==> src/rtl/piso_if.sv <==
// AXI4-Lite register-bus bundle for the PISO transmitter.
// Master drives requests and response-ready; slave drives request-ready and responses.
interface piso_if #(
  parameter int ADDR_BITS = 32,
  parameter int DATA_BITS = 32
);
  logic                   aw_ready;
  logic                   aw_valid;
  logic [ADDR_BITS-1:0]   aw_addr;
  logic [2:0]             aw_prot;
  logic                   w_ready;
  logic                   w_valid;
  logic [DATA_BITS-1:0]   w_data;
  logic [DATA_BITS/8-1:0] w_strb;
  logic                   b_ready;
  logic                   b_valid;
  logic [1:0]             b_resp;
  logic                   ar_ready;
  logic                   ar_valid;
  logic [ADDR_BITS-1:0]   ar_addr;
  logic [2:0]             ar_prot;
  logic                   r_ready;
  logic                   r_valid;
  logic [DATA_BITS-1:0]   r_data;
  logic [1:0]             r_resp;

  modport master (
    input  aw_ready, w_ready, b_valid, b_resp, ar_ready, r_valid, r_data, r_resp,
    output aw_valid, aw_addr, aw_prot, w_valid, w_data, w_strb, b_ready,
           ar_valid, ar_addr, ar_prot, r_ready
  );

  modport slave (
    output aw_ready, w_ready, b_valid, b_resp, ar_ready, r_valid, r_data, r_resp,
    input  aw_valid, aw_addr, aw_prot, w_valid, w_data, w_strb, b_ready,
           ar_valid, ar_addr, ar_prot, r_ready
  );
endinterface

==> src/rtl/piso.sv <==
// PISO transmitter: AXI4-Lite pushes words into a FIFO; serializer streams them LSB-first on sout.
// First bit is visible 2 cycles after the write response rises; a full FIFO rejects writes with SLVERR.
module piso #(
  parameter int                        AXI4_ADDR_BITS = 32,
  parameter int                        AXI4_DATA_BITS = 32,
  parameter int                        PISO_WIDTH     = 32,
  parameter int                        PISO_DEPTH     = 16,
  parameter logic [AXI4_ADDR_BITS-1:0] MMIO_BASE_ADDR = 32'h0000_1000
) (
  input  logic  clk,
  input  logic  rst,
  piso_if.slave s_axi4lite,
  output logic  sout,
  output logic  sout_valid
);
  localparam int PTR_W = $clog2(PISO_DEPTH);
  localparam int LVL_W = PTR_W + 1;
  localparam int CNT_W = $clog2(PISO_WIDTH);
  localparam logic [AXI4_ADDR_BITS-1:0] OFF_MASK = AXI4_ADDR_BITS'(15);

  typedef enum logic {IDLE, SHIFT} state_t;

  logic                      aw_pend, w_pend, rd_pend;
  logic [AXI4_ADDR_BITS-1:0] aw_addr_q, ar_addr_q;
  logic [AXI4_DATA_BITS-1:0] w_data_q, rd_val;
  logic                      b_valid_q, r_valid_q;
  logic [1:0]                b_resp_q, r_resp_q;
  logic [AXI4_DATA_BITS-1:0] r_data_q;

  logic [PISO_WIDTH-1:0] mem [PISO_DEPTH];
  logic [PTR_W-1:0]      wr_ptr, rd_ptr;
  logic [LVL_W-1:0]      level;
  logic                  full, empty, enable;

  state_t                state;
  logic [PISO_WIDTH-1:0] shreg;
  logic [CNT_W-1:0]      cnt;

  logic wr_exec, wr_hit, rd_hit, push_req, push, pop, flush, ctrl_wr, busy;
  logic unused_ok;

  assign s_axi4lite.aw_ready = !aw_pend && !b_valid_q;
  assign s_axi4lite.w_ready  = !w_pend && !b_valid_q;
  assign s_axi4lite.ar_ready = !rd_pend && !r_valid_q;
  assign s_axi4lite.b_valid  = b_valid_q;
  assign s_axi4lite.b_resp   = b_resp_q;
  assign s_axi4lite.r_valid  = r_valid_q;
  assign s_axi4lite.r_data   = r_data_q;
  assign s_axi4lite.r_resp   = r_resp_q;
  assign unused_ok = ^{s_axi4lite.aw_prot, s_axi4lite.ar_prot, s_axi4lite.w_strb};

  assign full     = (level == LVL_W'(PISO_DEPTH));
  assign empty    = (level == '0);
  assign busy     = (state != IDLE);
  assign wr_exec  = aw_pend && w_pend;
  assign wr_hit   = (aw_addr_q & ~OFF_MASK) == MMIO_BASE_ADDR;
  assign rd_hit   = (ar_addr_q & ~OFF_MASK) == MMIO_BASE_ADDR;
  assign push_req = wr_exec && wr_hit && (aw_addr_q[3:0] == 4'h0);
  assign push     = push_req && !full;
  assign ctrl_wr  = wr_exec && wr_hit && (aw_addr_q[3:0] == 4'hC);
  assign flush    = ctrl_wr && w_data_q[1];
  // Pop on entry from IDLE and on the last bit of a word, so words stream back-to-back.
  assign pop      = !flush && enable && !empty &&
                    ((state == IDLE) || (cnt == CNT_W'(PISO_WIDTH - 1)));

  always_comb begin
    rd_val = '0;
    if (rd_hit) begin
      case (ar_addr_q[3:0])
        4'h4:    rd_val = AXI4_DATA_BITS'(level);
        4'h8:    rd_val = AXI4_DATA_BITS'({busy, enable, full, !empty});
        4'hC:    rd_val = AXI4_DATA_BITS'(enable);
        default: rd_val = '0;
      endcase
    end
  end

  always_ff @(posedge clk or posedge rst) begin
    if (rst) begin
      aw_pend   <= 1'b0;
      w_pend    <= 1'b0;
      rd_pend   <= 1'b0;
      aw_addr_q <= '0;
      ar_addr_q <= '0;
      w_data_q  <= '0;
      b_valid_q <= 1'b0;
      b_resp_q  <= 2'b00;
      r_valid_q <= 1'b0;
      r_resp_q  <= 2'b00;
      r_data_q  <= '0;
    end else begin
      if (s_axi4lite.aw_valid && s_axi4lite.aw_ready) begin
        aw_pend   <= 1'b1;
        aw_addr_q <= s_axi4lite.aw_addr;
      end
      if (s_axi4lite.w_valid && s_axi4lite.w_ready) begin
        w_pend   <= 1'b1;
        w_data_q <= s_axi4lite.w_data;
      end
      if (wr_exec) begin
        aw_pend   <= 1'b0;
        w_pend    <= 1'b0;
        b_valid_q <= 1'b1;
        b_resp_q  <= (push_req && full) ? 2'b10 : 2'b00;
      end else if (b_valid_q && s_axi4lite.b_ready) begin
        b_valid_q <= 1'b0;
      end
      if (s_axi4lite.ar_valid && s_axi4lite.ar_ready) begin
        rd_pend   <= 1'b1;
        ar_addr_q <= s_axi4lite.ar_addr;
      end
      if (rd_pend) begin
        rd_pend   <= 1'b0;
        r_valid_q <= 1'b1;
        r_data_q  <= rd_val;
        r_resp_q  <= 2'b00;
      end else if (r_valid_q && s_axi4lite.r_ready) begin
        r_valid_q <= 1'b0;
      end
    end
  end

  always_ff @(posedge clk) begin
    if (push) mem[wr_ptr] <= w_data_q[PISO_WIDTH-1:0];
  end

  always_ff @(posedge clk or posedge rst) begin
    if (rst) begin
      wr_ptr <= '0;
      rd_ptr <= '0;
      level  <= '0;
      enable <= 1'b1;
    end else begin
      if (ctrl_wr) enable <= w_data_q[0];
      if (flush) begin
        wr_ptr <= '0;
        rd_ptr <= '0;
        level  <= '0;
      end else begin
        if (push) wr_ptr <= wr_ptr + PTR_W'(1);
        if (pop)  rd_ptr <= rd_ptr + PTR_W'(1);
        level <= level + LVL_W'(push) - LVL_W'(pop);
      end
    end
  end

  // sout/sout_valid are a registered copy of the shifter head, one cycle behind the FSM.
  always_ff @(posedge clk or posedge rst) begin
    if (rst) begin
      state      <= IDLE;
      shreg      <= '0;
      cnt        <= '0;
      sout       <= 1'b0;
      sout_valid <= 1'b0;
    end else begin
      sout_valid <= (state == SHIFT);
      sout       <= (state == SHIFT) && shreg[0];
      if (flush) begin
        state <= IDLE;
        cnt   <= '0;
      end else if (pop) begin
        shreg <= mem[rd_ptr];
        cnt   <= '0;
        state <= SHIFT;
      end else if (state == SHIFT) begin
        if (cnt == CNT_W'(PISO_WIDTH - 1)) begin
          state <= IDLE;
        end else begin
          shreg <= shreg >> 1;
          cnt   <= cnt + CNT_W'(1);
        end
      end
    end
  end
endmodule

==> src/flat_wrapper.sv <==
// flat-port wrapper written by rule: the top's interface ports become plain ports
module piso_flat 
#(
  parameter int                        AXI4_ADDR_BITS = 32,
  parameter int                        AXI4_DATA_BITS = 32,
  parameter int                        PISO_WIDTH     = 32,
  parameter int                        PISO_DEPTH     = 16,
  parameter logic [AXI4_ADDR_BITS-1:0] MMIO_BASE_ADDR = 32'h0000_1000
)
  (clk, rst, sout, sout_valid, s_axi4lite_aw_ready, s_axi4lite_w_ready, s_axi4lite_b_valid, s_axi4lite_b_resp, s_axi4lite_ar_ready, s_axi4lite_r_valid, s_axi4lite_r_data, s_axi4lite_r_resp, s_axi4lite_aw_valid, s_axi4lite_aw_addr, s_axi4lite_aw_prot, s_axi4lite_w_valid, s_axi4lite_w_data, s_axi4lite_w_strb, s_axi4lite_b_ready, s_axi4lite_ar_valid, s_axi4lite_ar_addr, s_axi4lite_ar_prot, s_axi4lite_r_ready);
  piso_if #(.ADDR_BITS(32), .DATA_BITS(32)) s_axi4lite_i ();
  input  logic clk;
  input  logic rst;
  output logic sout;
  output logic sout_valid;
  output wire logic [$bits(s_axi4lite_i.aw_ready)-1:0] s_axi4lite_aw_ready;
  output wire logic [$bits(s_axi4lite_i.w_ready)-1:0] s_axi4lite_w_ready;
  output wire logic [$bits(s_axi4lite_i.b_valid)-1:0] s_axi4lite_b_valid;
  output wire logic [$bits(s_axi4lite_i.b_resp)-1:0] s_axi4lite_b_resp;
  output wire logic [$bits(s_axi4lite_i.ar_ready)-1:0] s_axi4lite_ar_ready;
  output wire logic [$bits(s_axi4lite_i.r_valid)-1:0] s_axi4lite_r_valid;
  output wire logic [$bits(s_axi4lite_i.r_data)-1:0] s_axi4lite_r_data;
  output wire logic [$bits(s_axi4lite_i.r_resp)-1:0] s_axi4lite_r_resp;
  input wire logic [$bits(s_axi4lite_i.aw_valid)-1:0] s_axi4lite_aw_valid;
  input wire logic [$bits(s_axi4lite_i.aw_addr)-1:0] s_axi4lite_aw_addr;
  input wire logic [$bits(s_axi4lite_i.aw_prot)-1:0] s_axi4lite_aw_prot;
  input wire logic [$bits(s_axi4lite_i.w_valid)-1:0] s_axi4lite_w_valid;
  input wire logic [$bits(s_axi4lite_i.w_data)-1:0] s_axi4lite_w_data;
  input wire logic [$bits(s_axi4lite_i.w_strb)-1:0] s_axi4lite_w_strb;
  input wire logic [$bits(s_axi4lite_i.b_ready)-1:0] s_axi4lite_b_ready;
  input wire logic [$bits(s_axi4lite_i.ar_valid)-1:0] s_axi4lite_ar_valid;
  input wire logic [$bits(s_axi4lite_i.ar_addr)-1:0] s_axi4lite_ar_addr;
  input wire logic [$bits(s_axi4lite_i.ar_prot)-1:0] s_axi4lite_ar_prot;
  input wire logic [$bits(s_axi4lite_i.r_ready)-1:0] s_axi4lite_r_ready;
  assign s_axi4lite_aw_ready = s_axi4lite_i.aw_ready;
  assign s_axi4lite_w_ready = s_axi4lite_i.w_ready;
  assign s_axi4lite_b_valid = s_axi4lite_i.b_valid;
  assign s_axi4lite_b_resp = s_axi4lite_i.b_resp;
  assign s_axi4lite_ar_ready = s_axi4lite_i.ar_ready;
  assign s_axi4lite_r_valid = s_axi4lite_i.r_valid;
  assign s_axi4lite_r_data = s_axi4lite_i.r_data;
  assign s_axi4lite_r_resp = s_axi4lite_i.r_resp;
  assign s_axi4lite_i.aw_valid = s_axi4lite_aw_valid;
  assign s_axi4lite_i.aw_addr = s_axi4lite_aw_addr;
  assign s_axi4lite_i.aw_prot = s_axi4lite_aw_prot;
  assign s_axi4lite_i.w_valid = s_axi4lite_w_valid;
  assign s_axi4lite_i.w_data = s_axi4lite_w_data;
  assign s_axi4lite_i.w_strb = s_axi4lite_w_strb;
  assign s_axi4lite_i.b_ready = s_axi4lite_b_ready;
  assign s_axi4lite_i.ar_valid = s_axi4lite_ar_valid;
  assign s_axi4lite_i.ar_addr = s_axi4lite_ar_addr;
  assign s_axi4lite_i.ar_prot = s_axi4lite_ar_prot;
  assign s_axi4lite_i.r_ready = s_axi4lite_r_ready;
  piso #(.AXI4_ADDR_BITS(AXI4_ADDR_BITS), .AXI4_DATA_BITS(AXI4_DATA_BITS), .PISO_WIDTH(PISO_WIDTH), .PISO_DEPTH(PISO_DEPTH), .MMIO_BASE_ADDR(MMIO_BASE_ADDR)) u_core (.clk(clk), .rst(rst), .s_axi4lite(s_axi4lite_i), .sout(sout), .sout_valid(sout_valid));
endmodule
==> config.mk <==
export PLATFORM = sky130hd
export DESIGN_NAME = piso_flat
export DESIGN_NICKNAME = d
export VERILOG_FILES = /design/src/rtl/piso_if.sv /design/src/rtl/piso.sv /design/src/flat_wrapper.sv
export SDC_FILE = /design/constraint.sdc
export NUM_CORES = 1
export LEC_CHECK = 0
export ABC_CLOCK_PERIOD_IN_PS = 4720
export BUFFER_PORTS_ARGS = -buffer_cell sky130_fd_sc_hd__clkbuf_2
export CORE_ASPECT_RATIO = 0.7
export CORE_MARGIN = 8
export CORE_UTILIZATION = 55
export CTS_CLUSTER_SIZE = 10
export DETAILED_ROUTE_END_ITERATION = 7
export PLACE_DENSITY = 0.88
export SKIP_CTS_REPAIR_TIMING = 1
export SYNTH_ARGS = -nofsm -noshare
export SYNTH_HDL_FRONTEND = slang
export SYNTH_SLANG_ARGS = --single-unit
==> constraint.sdc <==
create_clock -name clk -period 4.72 [get_ports clk]
set_input_delay 0.236 -clock clk [delete_from_list [all_inputs] [get_ports clk]]
set_output_delay 0.236 -clock clk [all_outputs]
set_load 0.01 [all_outputs]
==> impl_results.md <==
- Layout cells sized above 1: 28.1%
- Hpwl dp: 34600 microns
- CTS tree: built
- LEAKAGE: 11.0 nW
- Critical R2R Capture: u_core.mem[10][17]$_DFFE_PP_
- Placed Cells: 2191
- Post-DR vias/cell: 6.32
- Clock Latency Late Sink: 0.62 ns
- 1st-pass router iterations: 6
- Pin count of the biggest net entering global routing: 79
- GPL Wtd Cong: 0.802
- Hold Path Stages: 3
- Vias in the first global route: 15400
- # setup viols final: 0
- Post-synth top area share: 57.1%
- Routed WL per cell: 26.9 microns
- Critical path arrival: 4.11 ns
- I/O Pins: 156
- FP Rows: 67
- Pre-CTS setup slack: 1.11 ns
- Worst-Margin Slew: 1.13 ns
- Area taken by multi-input logic gates: 6930 sq um
- Setup CP Type: flip-flop to flip-flop
- Pwr Density: 466 nW/um^2
- Post-route insts no fill: 2425
- DR iter-0 viols: 1955
- Hold endpoint: u_core.rd_pend$_DFF_PP0_
- Grt total ovfl: 0
- Final core utilization: 65.1%
- Number of fill cells in the layout: 3045
- Avg Inst Size Synth: 18.2 sq um
- First-pass GRT wire length: 92500 microns
- Post-synth ARST share: 23.9%
- YS warnings: 0
- WL final: 65300 microns
- Worst vdd ir: 0.407 mV
- Period utilization: 82.7%
- Max-Cap Viols: 0
- Clock skew: 0.0354 ns
- Critical Path End Type: flip-flop
- Final Hold Viols: 0
- Yosys reg bits: 673
- Yosys top cell by area: edfxtp_1
- R2R depth: 5
- Worst R2R Start: u_core.aw_addr_q[0]$_DFFE_PP0P_
- Area contributors post-synth: edfxtp_1 (57%), dfrtp_1 (15%), mux4_2 (6.7%)
- Core box area: 48100 sq um
- Netlist Area Pre-Place: 26900 sq um
- Hold Slack: 0.189 ns
- Distinct cells, synth: 55
- Worst EP required: 4.92 ns
- CTS sink count: 673
- Hold_sp: s_axi4lite_ar_valid
- Critical Path Source Type: flip-flop
- Clk buf depth: 3
- CTS clock-pin slew for the worst setup and hold paths: 0.07 ns
- Fmax: 256 MHz
- Die Ht: 201 microns
- Die area: 56400 sq um
- Register area: 19400 sq um
- Initial Utilization: 55.9%
- Outcome: complete, no violations
- Placed cell area: 28100 sq um
- Initial antenna violation count: 1
- Design Area, Final: 31300 sq um
- Total Power: 14.6 mW
- Post-synth EDFFs: 512
- Worst-path maximum fanout: 32
- Drc violations: 0
- Final Max Slew Viols: 0
- Final min period: 3.90 ns
- IO buf count: 115
- RSZ-0062 raised after global routing: no
- Slew headroom: 24.7%
- Gr usage total: 21.5%
- Final setup margin: 0.815 ns
- Fin nets: 1841
- Total number of vias: 15300
- Register area share after synthesis: 72.1%
- Die Wd: 280 microns
- Worst Hold Class: input port to flip-flop
- Ys flop type: edfxtp_1
- Final antenna-violating net count: 0
- Setup TNS: 0 ns
- Worst R2R Setup Slack: 0.82 ns
- Area growth syn-to-layout: 16.4%
- H-tree Lvls: 3
- Cells after Synth: 1475
- CTS Buf Count: 77
- Root Buffer Master: clkbuf_16
[report_power, final]
group | switching [mW] | total (mW) | internal, mW | leakage [nW]
sequential | 0.867 | 8.33 | 7.47 | 6.62
combinational | 0.390 | 0.900 | 0.510 | 3.28
clock | 2.29 | 5.37 | 3.08 | 1.05
[cells in the mapped netlist (3+ instances only)]
master / instances
edfxtp_1: 512
dfrtp_1: 160
mux2_2: 140
mux4_2: 80
nor2b_1: 47
a211oi_1: 42
buf_4: 39
buf_2: 37
clkbuf_1: 33
a2bb2oi_1: 31
inv_1: 26
nor2_1: 26
o22ai_1: 25
nor4b_1: 24
a22oi_1: 23
nand2b_1: 23
a22o_1: 21
nor4_1: 21
o41ai_2: 15
o21ai_0: 14
ha_1: 13
nand2_1: 13
a21oi_1: 12
and2_1: 12
nand4b_1: 10
buf_6: 7
nand4_1: 7
mux4_1: 6
nand3_1: 6
o41ai_1: 6
and3_1: 4
o21ai_1: 4
xnor2_1: 4
xor2_1: 4
a21o_1: 3
[kinds of logic (layout without fill, tap and decap cells)]
group	after synthesis	after routing	share of synthesized area [%]
adder cells (fa/ha/maj)	14	14	0.679
AO/OA/AOI/OAI	200	200	5.98
other	1	31	0.0139
multiplexers	228	228	13.2
AND/OR/NAND/NOR	207	207	4.83
buffers and inverters	144	409	2.92
XOR/XNOR	8	8	0.260
flip-flops	673	673	72.1
[metal layers]
metal / vias to the layer above / wire (microns) / GRT usage (%)
met5: - / 0 / 0
met4: 0 / 2500 / 7.14
met3: 204 / 5820 / 4.83
met2: 922 / 32500 / 35.5
met1: 7880 / 24500 / 28.2
li1: 6315 / - / -
[cell type report]
type | count | share of cell area (%)
Sequential cell | 673 | 62.0
Tap cell | 655 | 2.62
Clock buffer | 128 | 6.83
Timing Repair Buffer | 249 | 5.92
Clock inverter | 6 | 0.208
Multi-Input combinational cell | 687 | 22.1
Inverter | 26 | 0.328
Antenna cell | 1 | 0.00799
[worst max-delay path, cell delays in order, from the launching register on]
cell and delay, ns:
dfrtp_1 0.45, nor4_1 0.69, nand4_1 0.69, inv_1 0.46, and3_1 0.26, and2_2 0.89
[flip-flops by register name (all words and copies together) (netlist names)]
signal                     cells
u_core.aw_addr_q              32
u_core.s_axi4lite.r_valid      1
u_core.mem                   512
u_core.s_axi4lite.b_resp       1
u_core.w_pend                  1
u_core.aw_pend                 1
u_core.wr_ptr                  4
u_core.sout_valid              1
u_core.rd_pend                 1
u_core.shreg                  32
u_core.busy                    1
u_core.w_data_q               32
u_core.rd_ptr                  4
u_core.enable                  1
u_core.s_axi4lite.b_valid      1
u_core.s_axi4lite.r_data       5
u_core.sout                    1
u_core.level                   5
u_core.cnt                     5
u_core.ar_addr_q              32
[how the worst max path moves through the flow]
stage	startpoint	end	slack (ns)	cells after the start
after floorplan	u_core.aw_addr_q[9]$_DFFE_PP0P_	u_core.mem[0][0]$_DFFE_PP_	-0.07	5
after global placement	u_core.aw_addr_q[9]$_DFFE_PP0P_	u_core.mem[8][12]$_DFFE_PP_	1.31	6
after detailed placement	u_core.aw_addr_q[25]$_DFFE_PP0P_	u_core.mem[11][10]$_DFFE_PP_	1.11	6
after CTS	u_core.aw_addr_q[25]$_DFFE_PP0P_	u_core.mem[11][21]$_DFFE_PP_	1.07	6
after global routing	u_core.aw_addr_q[25]$_DFFE_PP0P_	u_core.mem[10][17]$_DFFE_PP_	0.71	6
final	u_core.aw_addr_q[0]$_DFFE_PP0P_	u_core.mem[10][17]$_DFFE_PP_	0.82	5
[cell usage in the layout, fill, tap and decap left out, drive strengths merged, types with 2 or more instances in the layout]
master,Yosys,final
o41ai,21,21
and4,2,2
a21o,3,3
and2,12,12
edfxtp,512,512
buf,85,35
a22oi,23,23
inv,26,29
a22o,21,21
dfrtp,160,160
a2bb2oi,31,31
xor2,4,4
o21ai,18,18
a211oi,42,42
nand3,6,6
clkbuf,33,243
nand2,14,14
nor3,3,3
nand3b,2,2
nor2b,47,47
mux2,140,140
a21oi,12,12
nor4b,24,24
nand4,7,7
and3,4,4
mux2i,2,2
ha,13,13
nor4,21,21
nor2,27,27
nand4b,10,10
conb,1,30
mux4,86,86
dlygate4sd3,0,99
xnor2,4,4
nand2b,23,23
o22ai,25,25
clkinv,0,2
Note: power is estimated with default switching activity, not from simulation.
